==> src/rtl/riscv_ctrl_pkg.sv <==
`default_nettype none
// ============================================================================
//  Module   : riscv_ctrl_pkg
//  Purpose  : Shared encodings for the RV32I control path. It holds the
//             opcode constants, the multi-cycle FSM state enum, the ALU
//             operation class, and the select encodings for alu_ctrl,
//             imm_src, result_src, alu_src_a and alu_src_b.
//  Ports    : none (package)
//  Revision : 1.0 - initial release
// ============================================================================
package riscv_ctrl_pkg;

  // Opcodes decoded by the controller
  localparam logic [6:0] OP_LOAD   = 7'b0000011;
  localparam logic [6:0] OP_STORE  = 7'b0100011;
  localparam logic [6:0] OP_R      = 7'b0110011;
  localparam logic [6:0] OP_I      = 7'b0010011;
  localparam logic [6:0] OP_BRANCH = 7'b1100011;
  localparam logic [6:0] OP_JAL    = 7'b1101111;
  localparam logic [6:0] OP_JALR   = 7'b1100111;
  localparam logic [6:0] OP_LUI    = 7'b0110111;

  // alu_ctrl encodings
  localparam logic [2:0] ALU_ADD = 3'b000;
  localparam logic [2:0] ALU_SUB = 3'b001;
  localparam logic [2:0] ALU_AND = 3'b010;
  localparam logic [2:0] ALU_OR  = 3'b011;
  localparam logic [2:0] ALU_SLT = 3'b100;
  localparam logic [2:0] ALU_XOR = 3'b101;

  // imm_src encodings
  localparam logic [2:0] IMM_I = 3'b000;
  localparam logic [2:0] IMM_S = 3'b001;
  localparam logic [2:0] IMM_B = 3'b010;
  localparam logic [2:0] IMM_U = 3'b011;
  localparam logic [2:0] IMM_J = 3'b100;

  // result_src encodings
  localparam logic [1:0] RES_ALUOUT = 2'b00;
  localparam logic [1:0] RES_MEM    = 2'b01;
  localparam logic [1:0] RES_ALU    = 2'b10;
  localparam logic [1:0] RES_IMM    = 2'b11;

  // ALU operand selects
  localparam logic [1:0] SRCA_PC    = 2'b00;
  localparam logic [1:0] SRCA_OLDPC = 2'b01;
  localparam logic [1:0] SRCA_RS1   = 2'b10;
  localparam logic [1:0] SRCB_RS2   = 2'b00;
  localparam logic [1:0] SRCB_IMM   = 2'b01;
  localparam logic [1:0] SRCB_FOUR  = 2'b10;

  // Multi-cycle FSM states (exactly 16, so 4 bits are fully used)
  typedef enum logic [3:0] {
    S_IDLE, S_FETCH, S_DECODE, S_MEMADR,
    S_MEMRD, S_MEMWB, S_MEMWR, S_EXEC_R,
    S_EXEC_I, S_ALU_WB, S_BRANCH, S_JAL,
    S_JALR, S_JALR_WB, S_LUI, S_ILLEGAL
  } state_t;

  // What kind of ALU operation the current state wants
  typedef enum logic [1:0] {
    ALU_CLS_ADD, ALU_CLS_SUB, ALU_CLS_R, ALU_CLS_I
  } alu_class_t;

endpackage : riscv_ctrl_pkg
`default_nettype wire

==> src/rtl/alu_decoder.sv <==
`default_nettype none
// ============================================================================
//  Module   : alu_decoder
//  Purpose  : Combinational ALU operation decoder. It is shared by the
//             single-cycle and the multi-cycle controllers.
//  Ports    : alu_class   in  - operation class requested by the controller
//             funct3      in  - instruction funct3
//             funct7      in  - instruction funct7
//             alu_ctrl    out - ALU operation
//             funct_undef out - funct encoding is not one we implement
//  Revision : 1.0 - initial release
// ============================================================================
module alu_decoder
  import riscv_ctrl_pkg::*;
(
  input  alu_class_t  alu_class,
  input  logic [2:0]  funct3,
  input  logic [6:0]  funct7,
  output logic [2:0]  alu_ctrl,
  output logic        funct_undef
);

  always_comb begin
    alu_ctrl    = ALU_ADD;
    funct_undef = 1'b0;
    case (alu_class)
      ALU_CLS_SUB: alu_ctrl = ALU_SUB;
      ALU_CLS_R: begin
        case ({funct7, funct3})
          10'd0:   alu_ctrl = ALU_ADD;
          10'd256: alu_ctrl = ALU_SUB;
          10'd7:   alu_ctrl = ALU_AND;
          10'd6:   alu_ctrl = ALU_OR;
          10'd2:   alu_ctrl = ALU_SLT;
          10'd4:   alu_ctrl = ALU_XOR;
          default: funct_undef = 1'b1;
        endcase
      end
      ALU_CLS_I: begin
        case (funct3)
          3'b000:  alu_ctrl = ALU_ADD;
          3'b110:  alu_ctrl = ALU_OR;
          3'b100:  alu_ctrl = ALU_XOR;
          3'b010:  alu_ctrl = ALU_SLT;
          3'b111:  alu_ctrl = ALU_AND;
          default: funct_undef = 1'b1;
        endcase
      end
      default: alu_ctrl = ALU_ADD;
    endcase
  end

endmodule : alu_decoder
`default_nettype wire

==> src/rtl/multicycle_controller.sv <==
`default_nettype none
// ============================================================================
//  Module   : multicycle_controller
//  Purpose  : Control FSM for a shared-ALU, shared-memory multi-cycle RV32I
//             datapath. One instruction takes 3-5 cycles plus memory waits.
//  Config   : `define ILLEGAL_TRAP_EN makes ILLEGAL a sticky trap state and
//             sends undefined funct encodings there too. Without it, ILLEGAL
//             is a one-cycle no-op and illegal is tied to 0.
//  Params   : RESET_STATE_FETCH - 1: leave reset in FETCH, 0: in IDLE
//  Ports    : clk, rst_n (async, active low), start (leaves IDLE)
//             op/funct3/funct7 from IR, zero from ALU, mem_ready from memory
//             mem_req, mem_write, adr_src       - memory interface
//             ir_write, pc_write, reg_write     - register enables
//             alu_src_a, alu_src_b, alu_ctrl    - ALU controls
//             result_src, imm_src              - result / immediate selects
//             illegal                          - sticky illegal-opcode flag
//  Revision : 1.0 - initial release
// ============================================================================
module multicycle_controller
  import riscv_ctrl_pkg::*;
#(
  parameter bit RESET_STATE_FETCH = 1'b1
) (
  input  logic       clk,
  input  logic       rst_n,
  input  logic       start,
  input  logic [6:0] op,
  input  logic [2:0] funct3,
  input  logic [6:0] funct7,
  input  logic       zero,
  input  logic       mem_ready,
  output logic       mem_req,
  output logic       mem_write,
  output logic       adr_src,
  output logic       ir_write,
  output logic       pc_write,
  output logic       reg_write,
  output logic [1:0] alu_src_a,
  output logic [1:0] alu_src_b,
  output logic [2:0] alu_ctrl,
  output logic [1:0] result_src,
  output logic [2:0] imm_src,
  output logic       illegal
);

`ifdef ILLEGAL_TRAP_EN
  localparam bit TRAP_EN = 1'b1;
`else
  localparam bit TRAP_EN = 1'b0;
`endif

  localparam state_t RESET_STATE = RESET_STATE_FETCH ? S_FETCH : S_IDLE;

  state_t     state;
  state_t     next_state;
  alu_class_t alu_class;
  logic [2:0] dec_alu_ctrl;
  logic       funct_undef;

  always_ff @(posedge clk or negedge rst_n) begin
    if (!rst_n) state <= RESET_STATE;
    else        state <= next_state;
  end

  // ALU class depends on state only; kept apart from the main decode so the
  // decoder output does not loop back into the block that drives its input.
  always_comb begin
    alu_class = ALU_CLS_ADD;
    case (state)
      S_EXEC_R: alu_class = ALU_CLS_R;
      S_EXEC_I: alu_class = ALU_CLS_I;
      S_BRANCH: alu_class = ALU_CLS_SUB;
      default:  alu_class = ALU_CLS_ADD;
    endcase
  end

  alu_decoder u_alu_decoder (
    .alu_class   (alu_class),
    .funct3      (funct3),
    .funct7      (funct7),
    .alu_ctrl    (dec_alu_ctrl),
    .funct_undef (funct_undef)
  );

  always_comb begin
    next_state = state;
    mem_req    = 1'b0;
    mem_write  = 1'b0;
    adr_src    = 1'b0;
    ir_write   = 1'b0;
    pc_write   = 1'b0;
    reg_write  = 1'b0;
    alu_src_a  = SRCA_PC;
    alu_src_b  = SRCB_RS2;
    result_src = RES_ALUOUT;
    imm_src    = IMM_I;
    alu_ctrl   = dec_alu_ctrl;

    case (state)
      S_IDLE: begin
        if (start) next_state = S_FETCH;
      end
      S_FETCH: begin
        // PC+4 is written the same cycle the instruction word arrives
        mem_req    = 1'b1;
        alu_src_b  = SRCB_FOUR;
        result_src = RES_ALU;
        ir_write   = mem_ready;
        pc_write   = mem_ready;
        if (mem_ready) next_state = S_DECODE;
      end
      S_DECODE: begin
        // Branch target is precomputed into ALUOut while decoding
        alu_src_a = SRCA_OLDPC;
        alu_src_b = SRCB_IMM;
        imm_src   = IMM_B;
        case (op)
          OP_LOAD, OP_STORE: next_state = S_MEMADR;
          OP_R:              next_state = S_EXEC_R;
          OP_I:              next_state = S_EXEC_I;
          OP_BRANCH:         next_state = S_BRANCH;
          OP_JAL:            next_state = S_JAL;
          OP_JALR:           next_state = S_JALR;
          OP_LUI:            next_state = S_LUI;
          default:           next_state = S_ILLEGAL;
        endcase
      end
      S_MEMADR: begin
        alu_src_a  = SRCA_RS1;
        alu_src_b  = SRCB_IMM;
        imm_src    = op[5] ? IMM_S : IMM_I;
        next_state = op[5] ? S_MEMWR : S_MEMRD;
      end
      S_MEMRD: begin
        mem_req = 1'b1;
        adr_src = 1'b1;
        if (mem_ready) next_state = S_MEMWB;
      end
      S_MEMWB: begin
        reg_write  = 1'b1;
        result_src = RES_MEM;
        next_state = S_FETCH;
      end
      S_MEMWR: begin
        mem_req   = 1'b1;
        mem_write = 1'b1;
        adr_src   = 1'b1;
        if (mem_ready) next_state = S_FETCH;
      end
      S_EXEC_R: begin
        alu_src_a  = SRCA_RS1;
        alu_src_b  = SRCB_RS2;
        next_state = (TRAP_EN && funct_undef) ? S_ILLEGAL : S_ALU_WB;
      end
      S_EXEC_I: begin
        alu_src_a  = SRCA_RS1;
        alu_src_b  = SRCB_IMM;
        imm_src    = IMM_I;
        next_state = (TRAP_EN && funct_undef) ? S_ILLEGAL : S_ALU_WB;
      end
      S_ALU_WB: begin
        reg_write  = 1'b1;
        result_src = RES_ALUOUT;
        next_state = S_FETCH;
      end
      S_BRANCH: begin
        // funct3[0] inverts the sense: beq takes on zero, bne on not-zero
        alu_src_a  = SRCA_RS1;
        alu_src_b  = SRCB_RS2;
        result_src = RES_ALUOUT;
        pc_write   = zero ^ funct3[0];
        next_state = S_FETCH;
      end
      S_JAL: begin
        alu_src_a  = SRCA_OLDPC;
        alu_src_b  = SRCB_FOUR;
        imm_src    = IMM_J;
        result_src = RES_ALUOUT;
        reg_write  = 1'b1;
        pc_write   = 1'b1;
        next_state = S_FETCH;
      end
      S_JALR: begin
        alu_src_a  = SRCA_RS1;
        alu_src_b  = SRCB_IMM;
        next_state = S_JALR_WB;
      end
      S_JALR_WB: begin
        alu_src_a  = SRCA_OLDPC;
        alu_src_b  = SRCB_FOUR;
        result_src = RES_ALUOUT;
        pc_write   = 1'b1;
        reg_write  = 1'b1;
        next_state = S_FETCH;
      end
      S_LUI: begin
        imm_src    = IMM_U;
        result_src = RES_IMM;
        reg_write  = 1'b1;
        next_state = S_FETCH;
      end
      S_ILLEGAL: begin
        if (!TRAP_EN) next_state = S_FETCH;
      end
      default: next_state = RESET_STATE;
    endcase

    // The reset state is FETCH, which would otherwise request memory; hold
    // every output quiet while reset is asserted so an abandoned access
    // is dropped immediately.
    if (!rst_n) begin
      mem_req    = 1'b0;
      mem_write  = 1'b0;
      adr_src    = 1'b0;
      ir_write   = 1'b0;
      pc_write   = 1'b0;
      reg_write  = 1'b0;
      alu_src_a  = SRCA_PC;
      alu_src_b  = SRCB_RS2;
      result_src = RES_ALUOUT;
      imm_src    = IMM_I;
      alu_ctrl   = ALU_ADD;
    end
  end

`ifdef ILLEGAL_TRAP_EN
  logic illegal_q;

  always_ff @(posedge clk or negedge rst_n) begin
    if (!rst_n)                        illegal_q <= 1'b0;
    else if (next_state == S_ILLEGAL)  illegal_q <= 1'b1;
  end

  assign illegal = illegal_q;
`else
  assign illegal = 1'b0;
`endif

endmodule : multicycle_controller
`default_nettype wire
==> config.mk <==
export PLATFORM = sky130hd
export DESIGN_NAME = multicycle_controller
export DESIGN_NICKNAME = d
export VERILOG_FILES = /design/src/rtl/riscv_ctrl_pkg.sv /design/src/rtl/alu_decoder.sv /design/src/rtl/multicycle_controller.sv
export SDC_FILE = /design/constraint.sdc
export NUM_CORES = 1
export LEC_CHECK = 0
export ABC_AREA = 1
export BUFFER_PORTS_ARGS = -buffer_cell sky130_fd_sc_hd__buf_2
export CORE_MARGIN = 1
export CORE_UTILIZATION = 42
export CTS_CLUSTER_DIAMETER = 30
export CTS_CLUSTER_SIZE = 8
export DETAILED_ROUTE_END_ITERATION = 12
export GPL_TIMING_DRIVEN = 0
export HOLD_SLACK_MARGIN = 0.12
export PLACE_DENSITY = 0.76
export RECOVER_POWER = 25
export SETUP_SLACK_MARGIN = 0.2
export SLEW_MARGIN = 5
export SYNTH_ARGS = -nofsm -noshare
export SYNTH_HDL_FRONTEND = slang
export SYNTH_HIERARCHICAL = 1
export SYNTH_SLANG_ARGS = --single-unit
==> constraint.sdc <==
create_clock -name clk -period 1.7 [get_ports clk]
set_clock_uncertainty 0.1 [all_clocks]
set_input_delay 0.17 -clock clk [delete_from_list [all_inputs] [get_ports clk]]
set_output_delay 0.17 -clock clk [all_outputs]
set_load 0.05 [all_outputs]
==> results of run 1 <==
[final cells by class]
type	count	area [sq um]
multi-input cells	130	896
repair buffers	61	537
well taps	27	33.8
fillers	84	179
flip-flops and latches	4	105
plain buffers	2	12.5
inverters	41	173
clock buffers	4	26.3
[power breakdown]
part / switching (mW) / internal (mW) / total (mW)
clock: 0.0431 / 0.0883 / 0.131
combinational: 1.34 / 0.843 / 2.18
sequential: 0.0973 / 0.153 / 0.250
[repair_timing]
| item | 4_1_cts | 5_1_grt |
|---|---|---|
| endpoints found under the setup margin | 21 | 22 |
| hold buffers | 1 | 0 |
| buffers inserted | 13 | 8 |
| gates cloned | 0 | 0 |
| pin swaps | 5 | 12 |
| resized for setup | 58 | 23 |
| endpoints found under the hold margin | 4 | 0 |
[per-stage QoR]
step                      worst slack, ns  setup TNS (ns)  cell area [sq um]  power (mW)  hold WS, ns
final                              -0.455           -5.22               1780        2.56        0.230
after CTS                          -0.370           -3.25               1630        2.10        0.173
after global placement             -0.248           -1.69               1280        1.46      -0.0615
after detailed placement           -0.262           -2.15               1280        1.48      -0.0586
after global routing               -0.641           -6.44               1780        2.68        0.260
after floorplan                   -0.0390          -0.214               1050        1.25       -0.226
[per-layer routing]
| metal | part of all wire | track usage |
|---|---|---|
| met4 | 0.067 | 0.122 |
| met5 | 0 | 0 |
| met2 | 0.48 | 0.630 |
| met3 | 0.12 | 0.0453 |
| met1 | 0.33 | 0.325 |
[worst reg2reg max path, stage by stage, from the launching register on]
cell and delay (ns):
dfstp_2 0.61, inv_2 0.09, nor2_4 0.18, nand2_4 0.12, buf_6 0.15, a21oi_4 0.21
inv_2 0.07, nand2_4 0.08, inv_2 0.05, nand2_1 0.08, nand2_1 0.05
[layout by cell type (no fill, tap or decap), drive strengths merged]
cell	count
nand3	10
o21a	1
inv	38
buf	61
conb	1
dfstp	1
dlygate4sd3	1
nor2	32
nor3	3
nand4	1
a21oi	7
a31oi	3
clkinvlp	3
clkbuf	5
nand2	61
o22ai	2
a22oi	1
o21ai	7
xnor2	1
dfrtp	3
[worst paths after layout]
check                              end  slack, ns  depth (start not counted)
min reg2reg                   state[2]       0.52                          2
max                        alu_ctrl[1]      -0.46                         11
max in group asynchronous     state[0]       0.85                          2
max reg2reg                   state[1]      -0.19                         10
min                           state[1]       0.23                          4
min in group asynchronous     state[3]       0.39                          2
==> summary.txt, run 1 <==
Final Max Tran Viols = 0
GRT Overall Usage = 0.317
failing checks = negative setup slack
initial core utilization = 0.450
WL final = 5060 microns
RD Place Congestion = 0.884
Hold Path Origin = mem_ready
P&R area growth vs syn = 102%
num rows = 16
Hold WC Path Type = in -> reg
area of the die = 2290 sq um
largest net degree at the start of global routing = 11
worst reg2reg path startpoint = state[0]
syn nets = 199
CTS tree = built
ant diodes = 0
crit path max fanout = 4
Placed Cells incl. Taps = 243
Initial DRC Count = 165
antenna violations before repair = 0
yosys warns = 6
dpl hpwl = 1930 microns
core area = 1960 sq um
Critical Path Slowest Stage Cell = dfrtp_2
drt pass-1 iters = 7
# setup viols final = 19
Clock Sinks = 4
grt total ovfl = 0
CTS clock-pin slew for the worst setup and hold paths = 0.04 ns
Die Ht = 47.9 microns
WS Path Type = reg -> out
Critical Path Start = state[3]
fin cells = 269
Worst EP required = 1.43 ns
max cap viols = 0
layout cell share with drive strength beyond 1 = 0.574
DRC = 0
Final Hold Vio Count = 0
max FFs per register = 4
biggest regs = state x4
Clock Latency Late Sink = 0.24 ns
clk buf depth = 2
RSZ-0062 raised after global routing = true
FMAX = 464 MHz
CP cell instances = inv_1 > nor2_4 > inv_2 > o22ai_4 > inv_2 > nor2_8 > inv_2 > o22ai_2 > nand2_2 > clkinvlp_4 > buf_8
Crit path largest cell delay = 0.42 ns
final cycle utilization of the critical path = 1.27
CTS root buf = clkbuf_4
final design utilization = 0.909
post-route setup slack = -0.455 ns
crit path DAT = 1.89 ns
CP bufs+invs = 6
routed vias = 1584
io pins = 41
most frequent CP cell = inv_2
post-detailed-route count of antenna-violating nets = 0
Final nets = 265
number of port buffers = 39
CTS H-tree lvls = 1
Syn Inst Count = 177
Final Critical Period = 2.16 ns
first-pass GRT wire length = 5020 microns
CTS buffer count = 3
vias per cell = 5.89
Pleak = 0.850 nW
cell family with most CP delay = buffers and inverters
crit start category = flop
vias in the first global route = 1187
outcome = finished with violations
syn_area_per_cell = 4.99 sq um
post-DR wirelength/cell = 18.8 microns
Peak supply drop = 1500 uV
die span in x = 47.9 microns
Post-Synthesis Cell Area = 883 sq um
pwr dens = 1440 nW/um^2
Biggest register = state
Worst setup EP type = output pin
Note: power is estimated with default switching activity, not from simulation.
==> inputs of run 2 (changes only) <==
- CTS_BUF_LIST: default -> sky130_fd_sc_hd__clkbuf_16
==> run 2 against run 1 <==
  * Area after synthesis is the same
  * Synthesized cell count is the same
  * The flow now stops in 5_1_grt
==> summary.txt, run 2 <==
outcome = aborted with a tool error (was finished with violations)
Syn Inst Count = 177 (unchanged)
yosys warns = 6 (unchanged)
die span in x = 47.9 microns (unchanged)
CTS root buf = clkbuf_16 (was clkbuf_4)
io pins = 41 (unchanged)
grt total ovfl = 37
num rows = 16 (unchanged)
dpl hpwl = 1930 microns (unchanged)
worst endpoint type = output port
RD Place Congestion = 0.884 (unchanged)
GRT Overall Usage = 0.729
First Err = [ERROR GRT-0232] Routing congestion too high. Check the congestion heatmap in the GUI.
initial core utilization = 0.450 (unchanged)
CTS buffer count = 3 (unchanged)
Die Ht = 47.9 microns (unchanged)
Failed at = 5_1_grt
clk buf depth = 2 (unchanged)
Placed Cells incl. Taps = 243 (unchanged)
syn nets = 199 (unchanged)
number of port buffers = 39 (unchanged)
syn_area_per_cell = 4.99 sq um (unchanged)
Worst endpoint, post-GRT repair = alu_ctrl[1]
largest net degree at the start of global routing = 11
Post-Synthesis Cell Area = 883 sq um (unchanged)
CTS H-tree lvls = 1 (unchanged)
-- run 2: per-layer routing --
layer,overflow,global-route usage
met1,0,0.657
met2,20,0.978
met3,0,0.468
met4,17,0.944
met5,0,0
-- run 2: what timing repair did --
item                                   in CTS
hold buffers                                1
endpoints found under the hold margin       4
setup buffers                              13
gates resized for setup                    66
pin swaps                                   7
setup endpoints to repair                  21
-- run 2: per-stage QoR --
stage | utilization | area, sq um | TNS [ns] | setup WS (ns)
floorplan | - | 1050 | -0.214 | -0.0390
global placement | 0.653 | 1280 | -1.69 | -0.248
detailed placement | 0.653 | 1280 | -2.15 | -0.262
CTS | 0.874 | 1720 | -2.95 | -0.352
==> inputs of run 3 (changes only) <==
- CORE_AREA: default -> 2 2 63 65
- CORE_MARGIN: 1 -> default
- CORE_UTILIZATION: 42 -> default
- CTS_BUF_LIST: sky130_fd_sc_hd__clkbuf_16 -> default
- CTS_CLUSTER_DIAMETER: 30 -> default
- CTS_CLUSTER_SIZE: 8 -> default
- DIE_AREA: default -> 0 0 65 67
- HOLD_SLACK_MARGIN: 0.12 -> default
- PLACE_DENSITY: 0.76 -> default
- PLACE_DENSITY_LB_ADDON: default -> 0.15
- SETUP_SLACK_MARGIN: 0.2 -> default
- clock period: 1.7 -> 2.2 ns (I/O delays scaled with it)
==> run 3 against run 2 <==
  * The flow now finishes without violations
==> summary.txt, run 3 (synthesized netlist as in run 1, its figures left out) <==
Pleak = 0.735 nW
grt total ovfl = 0
Placed Cells incl. Taps = 264 (was 243)
Multi-input gate area = 648 sq um
Worst EP required = 1.88 ns
crit path DAT = 1.77 ns
Biggest register = state
outcome = finished, final reports clean (was aborted with a tool error)
DRC = 0
# setup viols final = 0
placed cell area = 1140 sq um (was 1280 sq um)
ant diodes = 0
die span in x = 65 microns (was 47.9 microns)
Final Critical Period = 2.09 ns
final design utilization = 0.357
GRT Overall Usage = 0.118
final cycle utilization of the critical path = 0.952
P&R area growth vs syn = 45.6%
WL final = 2490 microns
fin cells = 273
Final nets = 248
biggest regs = state x4
crit path max fanout = 6
CTS buffer count = 3 (unchanged)
Peak supply drop = 310 uV
clk buf depth = 2 (unchanged)
io pins = 41 (unchanged)
final instance area = 1290 sq um
CTS tree = built
WS Path Type = reg -> out
Clock Sinks = 4
pwr dens = 967 nW/um^2
FMAX = 477 MHz
post-route setup slack = 0.105 ns
Die Ht = 67 microns (was 47.9 microns)
most common cell after layout, fill and taps aside = nand2_1
max cap viols = 0
Final Hold Vio Count = 0
post-DR wirelength/cell = 9.11 microns
core area = 3610 sq um
number of port buffers = 39 (unchanged)
area of the die = 4360 sq um
CTS H-tree lvls = 1 (unchanged)
Clock Latency Late Sink = 0.21 ns
crit start category = flop
CTS clock-pin slew for the worst setup and hold paths = 0.03 ns
largest net degree at the start of global routing = 12
vias in the first global route = 988
worst slack, placed = 0.0508 ns (was -0.262 ns)
dpl hpwl = 2060 microns (was 1930 microns)
RSZ-0062 raised after global routing = false
most frequent cells in the layout = nand2_1 (58), inv_1 (32), buf_2 (31)
register area = 105 sq um
vias per cell = 4.13
post-detailed-route count of antenna-violating nets = 0
num rows = 22 (was 16)
layout cell share with drive strength beyond 1 = 0.356
Initial DRC Count = 30
Worst setup EP type = output pin
Final Max Tran Viols = 0
antenna violations before repair = 0
initial core utilization = 0.245 (was 0.450)
max FFs per register = 4
routed vias = 1128
CTS root buf = clkbuf_8 (was clkbuf_16)
first-pass GRT wire length = 4080 microns
Filler Cell Count = 430
Hold WC Path Type = in -> reg
setup TNS = 0 ns
drt pass-1 iters = 4
RD Place Congestion = 0.771 (was 0.884)
Register-to-Register Setup Slack = 0.49 ns
-- run 3: worst max-delay path, cell delays in order (launching register included) --
cell and delay (ns):
dfstp_2 0.60, nand2_2 0.08, o22ai_2 0.23, buf_6 0.14
nand3_2 0.07, o21ai_2 0.13, nand2_1 0.06, inv_1 0.06
buf_4 0.18
-- run 3: worst paths after layout --
kind,startpoint,to,cells after the start
worst min-delay path,mem_ready,state[1],4
worst max register to register,state[0],state[1],10
worst min register to register,state[2],state[2],2
min in group asynchronous,rst_n,state[3],2
worst max-delay path,state[0],alu_ctrl[2],8
max in group asynchronous,rst_n,state[0],2
-- run 3: area by class of cell --
type | instances | area share
sequential | 4 | 0.0817
buffer | 2 | 0.00875
inverter | 41 | 0.120
timing repair buffer | 44 | 0.204
clock buffer | 4 | 0.0350
multi-input combinational | 130 | 0.504
tap | 48 | 0.0467
-- run 3: timing repair --
| action | CTS | global route |
|---|---|---|
| setup buffers | 1 | 3 |
| hold endpoints to repair | 3 | 0 |
| hold buffers | 1 | 0 |
| setup endpoints to repair | 3 | 8 |
| gates resized for setup | 4 | 19 |
| pin swaps | 1 | 1 |
-- run 3: metal layers --
layer,wire length [microns],up-vias,track usage
met5,0,-,0
met4,0,0,0.0319
met3,150,0,0.0203
met2,1040,32,0.183
met1,1300,467,0.166
li1,-,629,-
-- run 3: stage by stage --
step / hold slack [ns] / total power [mW]
floorplan: -0.176 / 0.788
CTS: 0.219 / 1.16
global placement: -0.00503 / 0.981
global route: 0.272 / 1.35
detailed placement: -0.00741 / 0.971
finish: 0.219 / 1.24
-- run 3: where the power goes --
group	switching, mW	internal (mW)
registers	0.0666	0.118
clock network	0.0373	0.124
logic	0.618	0.279
